### src/rtl/uart_pkg.sv
// Shared UART definitions: receiver state encoding, parity selectors and a vote helper.
package uart_pkg;

   typedef enum logic [2:0] {
      IDLE,
      START,
      DATA,
      PARITY,
      STOP
   } rx_state_t;

   localparam logic PAR_EVEN = 1'b0;
   localparam logic PAR_ODD  = 1'b1;

   function automatic logic majority3(input logic a, input logic b, input logic c);
      return (a & b) | (a & c) | (b & c);
   endfunction

endpackage

### src/rtl/uart_rx_if.sv
// Receiver-side UART bundle: serial line and frame config in, decoded byte and status pulses out.
interface uart_rx_if #(
   parameter int DATA_WIDTH = 8
) ();

   logic                  rx_in;
   logic                  par_en;
   logic                  par_typ;
   logic [DATA_WIDTH-1:0] data_out;
   logic                  data_valid;
   logic                  par_err;
   logic                  stp_err;

   modport master (
      output rx_in,
      output par_en,
      output par_typ,
      input  data_out,
      input  data_valid,
      input  par_err,
      input  stp_err
   );

   modport slave (
      input  rx_in,
      input  par_en,
      input  par_typ,
      output data_out,
      output data_valid,
      output par_err,
      output stp_err
   );

endinterface

### src/rtl/uart_rx_sampler.sv
// Oversampling phase counter and 3-tap majority vote around the bit centre.
module uart_rx_sampler
   import uart_pkg::*;
#(
   parameter int OVERSAMPLE = 8
) (
   input  logic clk,
   input  logic rst,
   input  logic restart,
   input  logic rx_s,
   output logic vote_valid,
   output logic vote_bit,
   output logic wrap
);

   localparam int CNT_W = $clog2(OVERSAMPLE);
   localparam logic [CNT_W-1:0] TAP_LO   = CNT_W'(OVERSAMPLE/2 - 1);
   localparam logic [CNT_W-1:0] TAP_MID  = CNT_W'(OVERSAMPLE/2);
   localparam logic [CNT_W-1:0] TAP_HI   = CNT_W'(OVERSAMPLE/2 + 1);
   localparam logic [CNT_W-1:0] CNT_LAST = CNT_W'(OVERSAMPLE - 1);

   logic [CNT_W-1:0] edge_cnt;
   logic             tap_lo;
   logic             tap_mid;

   // restart pins the phase at zero so the first START cycle begins a fresh bit period
   always_ff @(posedge clk) begin
      if (rst || restart) begin
         edge_cnt <= '0;
      end else if (edge_cnt == CNT_LAST) begin
         edge_cnt <= '0;
      end else begin
         edge_cnt <= edge_cnt + 1'b1;
      end
   end

   always_ff @(posedge clk) begin
      if (rst) begin
         tap_lo  <= 1'b1;
         tap_mid <= 1'b1;
      end else begin
         if (edge_cnt == TAP_LO)  tap_lo  <= rx_s;
         if (edge_cnt == TAP_MID) tap_mid <= rx_s;
      end
   end

   // third tap is the live sample, so the vote is ready on the cycle it is taken
   assign vote_valid = !restart && (edge_cnt == TAP_HI);
   assign vote_bit   = majority3(tap_lo, tap_mid, rx_s);
   assign wrap       = !restart && (edge_cnt == CNT_LAST);

endmodule

### src/rtl/uart_rx_core.sv
// UART receiver: synchronizer, frame FSM, shift register, parity/stop checks and result pulses.
//  state  | meaning
//  IDLE   | line idle; low rx_s starts a frame and latches par_en/par_typ
//  START  | validating start bit; voted 1 is a glitch and returns to IDLE
//  DATA   | shifting DATA_WIDTH payload bits in LSB first
//  PARITY | comparing parity bit against payload; mismatch sets par_flag
//  STOP   | stop bit voted mid-bit; emits exactly one result pulse
module uart_rx_core
   import uart_pkg::*;
#(
   parameter int DATA_WIDTH = 8,
   parameter int OVERSAMPLE = 8
) (
   input  logic      clk,
   input  logic      rst,
   uart_rx_if.slave  bus
);

   localparam int BIT_W = $clog2(DATA_WIDTH + 1);
   localparam logic [BIT_W-1:0] LAST_BIT = BIT_W'(DATA_WIDTH - 1);

   rx_state_t             state;
   rx_state_t             state_nxt;
   logic                  rx_m;
   logic                  rx_s;
   logic                  restart;
   logic                  vote_valid;
   logic                  vote_bit;
   logic                  wrap;
   logic [DATA_WIDTH-1:0] shreg;
   logic [BIT_W-1:0]      bit_cnt;
   logic                  par_flag;
   logic                  par_en_q;
   logic                  par_typ_q;
   logic                  load_cfg;
   logic                  shift_en;
   logic                  par_chk;
   logic                  valid_hit;
   logic                  perr_hit;
   logic                  serr_hit;
   logic                  par_expect;

   always_ff @(posedge clk) begin
      if (rst) begin
         rx_m <= 1'b1;
         rx_s <= 1'b1;
      end else begin
         rx_m <= bus.rx_in;
         rx_s <= rx_m;
      end
   end

   assign restart = (state == IDLE);

   uart_rx_sampler #(
      .OVERSAMPLE (OVERSAMPLE)
   ) u_sampler (
      .clk        (clk),
      .rst        (rst),
      .restart    (restart),
      .rx_s       (rx_s),
      .vote_valid (vote_valid),
      .vote_bit   (vote_bit),
      .wrap       (wrap)
   );

   always_ff @(posedge clk) begin
      if (rst) begin
         state <= IDLE;
      end else begin
         state <= state_nxt;
      end
   end

   always_comb begin
      state_nxt = state;
      case (state)
         IDLE: begin
            if (!rx_s) state_nxt = START;
         end
         START: begin
            if (vote_valid && vote_bit) begin
               state_nxt = IDLE;
            end else if (wrap) begin
               state_nxt = DATA;
            end
         end
         DATA: begin
            if (wrap && (bit_cnt == LAST_BIT)) begin
               state_nxt = par_en_q ? PARITY : STOP;
            end
         end
         PARITY: begin
            if (wrap) state_nxt = STOP;
         end
         STOP: begin
            // leave at the vote point so a back-to-back start edge is not missed
            if (vote_valid) state_nxt = IDLE;
         end
         default: state_nxt = IDLE;
      endcase
   end

   always_comb begin
      load_cfg  = (state == IDLE) && !rx_s;
      shift_en  = (state == DATA) && vote_valid;
      par_chk   = (state == PARITY) && vote_valid;
      serr_hit  = (state == STOP) && vote_valid && !vote_bit;
      perr_hit  = (state == STOP) && vote_valid && vote_bit && par_flag;
      valid_hit = (state == STOP) && vote_valid && vote_bit && !par_flag;
   end

   assign par_expect = (^shreg) ^ (par_typ_q == PAR_ODD);

   always_ff @(posedge clk) begin
      if (rst) begin
         shreg          <= '0;
         bit_cnt        <= '0;
         par_flag       <= 1'b0;
         par_en_q       <= 1'b0;
         par_typ_q      <= PAR_EVEN;
         bus.data_out   <= '0;
         bus.data_valid <= 1'b0;
         bus.par_err    <= 1'b0;
         bus.stp_err    <= 1'b0;
      end else begin
         bus.data_valid <= valid_hit;
         bus.par_err    <= perr_hit;
         bus.stp_err    <= serr_hit;
         if (load_cfg) begin
            par_en_q  <= bus.par_en;
            par_typ_q <= bus.par_typ;
            par_flag  <= 1'b0;
         end
         if (shift_en) begin
            shreg <= {vote_bit, shreg[DATA_WIDTH-1:1]};
         end
         if (par_chk && (vote_bit != par_expect)) begin
            par_flag <= 1'b1;
         end
         if (valid_hit) begin
            bus.data_out <= shreg;
         end
         if (state_nxt != state) begin
            bit_cnt <= '0;
         end else if ((state == DATA) && wrap) begin
            bit_cnt <= bit_cnt + 1'b1;
         end
      end
   end

endmodule

### src/flat_wrapper.sv
// flat-port wrapper written by rule: the top's interface ports become plain ports
module uart_rx_core_flat import uart_pkg::*;
#(
   parameter int DATA_WIDTH = 8,
   parameter int OVERSAMPLE = 8
)
  (clk, rst, bus_rx_in, bus_par_en, bus_par_typ, bus_data_out, bus_data_valid, bus_par_err, bus_stp_err);
  uart_rx_if #(.DATA_WIDTH(DATA_WIDTH)) bus_i ();
  input  logic clk;
  input  logic rst;
  input wire logic [$bits(bus_i.rx_in)-1:0] bus_rx_in;
  input wire logic [$bits(bus_i.par_en)-1:0] bus_par_en;
  input wire logic [$bits(bus_i.par_typ)-1:0] bus_par_typ;
  output wire logic [$bits(bus_i.data_out)-1:0] bus_data_out;
  output wire logic [$bits(bus_i.data_valid)-1:0] bus_data_valid;
  output wire logic [$bits(bus_i.par_err)-1:0] bus_par_err;
  output wire logic [$bits(bus_i.stp_err)-1:0] bus_stp_err;
  assign bus_i.rx_in = bus_rx_in;
  assign bus_i.par_en = bus_par_en;
  assign bus_i.par_typ = bus_par_typ;
  assign bus_data_out = bus_i.data_out;
  assign bus_data_valid = bus_i.data_valid;
  assign bus_par_err = bus_i.par_err;
  assign bus_stp_err = bus_i.stp_err;
  uart_rx_core #(.DATA_WIDTH(DATA_WIDTH), .OVERSAMPLE(OVERSAMPLE)) u_core (.clk(clk), .rst(rst), .bus(bus_i));
endmodule
### config.mk
export PLATFORM = sky130hd
export DESIGN_NAME = uart_rx_core_flat
export DESIGN_NICKNAME = d
export VERILOG_FILES = /design/src/rtl/uart_pkg.sv /design/src/rtl/uart_rx_if.sv /design/src/rtl/uart_rx_sampler.sv /design/src/rtl/uart_rx_core.sv /design/src/flat_wrapper.sv
export SDC_FILE = /design/constraint.sdc
export NUM_CORES = 1
export LEC_CHECK = 0
export ABC_CLOCK_PERIOD_IN_PS = 2150
export CAP_MARGIN = 20
export CORE_UTILIZATION = 35
export CTS_CLUSTER_DIAMETER = 100
export DETAILED_ROUTE_END_ITERATION = 10
export HOLD_SLACK_MARGIN = 0.15
export MAX_ROUTING_LAYER = met4
export SLEW_MARGIN = 40
export SYNTH_ARGS = -nofsm -noshare
export SYNTH_HDL_FRONTEND = slang
export SYNTH_SLANG_ARGS = --single-unit
### constraint.sdc
create_clock -name clk -period 2.15 [get_ports clk]
set_input_delay 0.43 -clock clk [delete_from_list [all_inputs] [get_ports clk]]
set_output_delay 0.43 -clock clk [all_outputs]
set_load 0.05 [all_outputs]
==> impl_metrics.toml <==
[cells_and_area]
area_growth_pct = 20.4
n_antenna_cell = 0
layout.nets = 191
final_util = 0.437
layout.cells.non_filler = 232
drive_above_1_share = 0.111

[setup_path]
startpoint = "u_core.state[2]"
r2r_setup_slack_ps = 180
slowest_stage = "dfxtp_1"
worstPathArrival_ps = 2150
r2r-end = "u_core.bus.data_out[4]"
crit_chain = "or3b_4, or4b_1, buf_4, mux2i_1, nor2_1"
end_kind = "register"
cp.required_ps = 2330
startpoint_type = "register"
cpPeakStageDelay_ps = 510
path_class = "reg2reg"
worst_r2r_path_depth = 5
r2r-start = "u_core.state[2]"
crit_fanout = 10

[global_route]
grt_pass1_wl_um = 5050
grt_pass1_vias = 1168
antenna_found_initial = 0
grt_overflow = 0
grt_start_max_net_pins = 16
grtUsageTotal = 0.135

[timing]
min_period_over_period = 0.915
tns_ps = 0
timing.final.ws_setup_ps = 182
holdWs_ps = 416
tightest_slew_ps = 512
finalSetupViolCount = 0
max_freq_ghz = 0.508
layout_min_cycle_time_ps = 1970
slew_headroom = 0.656
fin_skew_ps = 1.45
slew_viol_final = 0
hold_viol_final = 0
rsz0062_at_grt = "no"

[power]
p_per_area_mw_per_mm2 = 647
peakVddDrop_mv = 0.249
power.leakage_nw = 0.740

[min_path]
worstHoldStart = "u_core.rx_m"
hold-path-cell-count = 1
hold_end = "u_core.rx_s"
hold_path_class = "reg2reg"

[clock_tree]
ctsLongestPathBuffers = 2
root_buffer = "clkbuf_8"
ctsResizeCount = 0
clk_pin_slew_ps = 70
cts_setup_buffers = 0
cts_hold_buffers = 0
clk_latency_ps = 280
clock_sinks = 36
cts_tree = "built"
cts_buffers = 5
htreeDepth = 2

[logic_synthesis]
netlist_top_cells_area = "dfxtp_1 (46%), mux2i_1 (12%), nor2_1 (5.5%)"
synth_edf_count = 0
seq_area_frac_synth = 0.456
yosys_warnings = 0
ys_ff_latch = 36
yosysUniqueCellTypes = 39
synth_top_area_frac = 0.456
syn_avg_cell_area_um2 = 10.0
synth_ff_type = "dfxtp_1"
yosys.area.top_type = "dfxtp_1"
syn_area_mm2 = 0.00158
synth_cells = 158
ys_async_sr_fraction = 0
synth_nets = 169

[place]
gp_congestion = 0.827
io_buffers = 15
hpwlAfterDp_um = 2030
dpl.cell_count = 225
dpl_worst_slack_ps = 209

[floorplan]
fp.dieW_um = 69.2
die_y_um = 69.2
design.core.area_mm2 = 0.00435
rows = 24
die_area_mm2 = 0.00479
io_pins = 16
start_util = 0.363

[route]
drcViolationCount = 0
wl_per_cell_um = 12.2
vias_per_cell = 4.91
route.vias.total = 1140
drtIter0Drc = 35
detail-route-antenna-nets = 0
first_pass_iters = 4
finalWirelength_um = 2840

[run]
max_cap_viol_count = 0

[status]
status = "complete, no violations"
==> cell families after synthesis <==
kind of cell               share of synthesized area
buffers and inverters                         0.0428
muxes                                          0.120
adders and majority gates                     0.0538
xor gates and xnor gates                      0.0697
AOI/OAI and AO/OA                             0.0681
and+or+nand+nor                                0.189
DFF                                            0.456
==> worst max-delay path: cells and delay by family (launching register included) <==
family | cells | cell delay (ps)
flops | 1 | 510
buf+inv | 1 | 210
simple gates | 3 | 980
mux | 1 | 170
==> synthesized netlist by cell type (all sizes together) (2+ instances only) <==
library cell	n
nand2	3
dfxtp	36
nor2b	2
or2	3
xor2	3
a21boi	2
ha	6
o22a	2
clkbuf	5
inv	7
xnor2	7
nand3	3
nor3	11
mux2i	19
buf	2
a211o	2
nor2	23
nand2b	2
==> cell type report <==
cell class	instances	area, µm²
Inverter	7	26.3
Tap cell	52	65.1
Sequential cell	36	721
Fill cell	422	2450
Multi-Input combinational cell	108	792
Clock buffer	7	96.3
Timing Repair Buffer	22	203
==> cell usage in the layout, fill, tap and decap left out, types with 6 or more instances in the layout <==
cell              n
clkbuf_8          7
dfxtp_1          36
inv_1             7
buf_4             7
mux2i_1          19
ha_1              6
clkdlybuf4s50_1  15
xnor2_1           7
nor3_1           10
nor2_1           23
==> state kept, by name (all words and copies together) (netlist names), 3 cells and up <==
| signal | count |
|---|---|
| u_core.state | 3 |
| u_core.u_sampler.edge_cnt | 3 |
| u_core.bus.data_out | 8 |
| u_core.bit_cnt | 4 |
| u_core.shreg | 8 |
==> how the worst max path moves through the flow <==
stage | endpoint | slack [ps] | cells after the start
global placement | u_core.bus.data_out[7] | 300 | 5
floorplan | u_core.bus.data_out[0] | 410 | 6
global route | u_core.bus.data_out[4] | 120 | 5
finish | u_core.bus.data_out[4] | 180 | 5
detailed placement | u_core.bus.data_out[6] | 210 | 5
CTS | u_core.bus.data_out[4] | 200 | 5
==> where the power goes <==
group / total [W] / leakage [nW] / switching [W] / internal [W]
clock: 0.000514 / 0.0503 / 0.000228 / 0.000285
combinational: 0.0000425 / 0.399 / 0.0000212 / 0.0000213
sequential: 0.000675 / 0.291 / 0.00000359 / 0.000671
==> stage by stage <==
| step | power (W) | area [µm²] |
|---|---|---|
| after floorplan | 0.000716 | 1580 |
| after global placement | 0.000732 | 1810 |
| after detailed placement | 0.000733 | 1810 |
| after CTS | 0.00125 | 1900 |
| after global routing | 0.00129 | 1900 |
| final | 0.00123 | 1900 |
==> layer usage <==
metal  share of wire  track usage  vias to the layer above
met5               0            -                        -
met4           0.025       0.0635                        0
met3           0.042       0.0538                        7
met2            0.45        0.213                       19
met1            0.48        0.149                      528
li1                -            -                      586
Power figures use the tool's default switching activity.
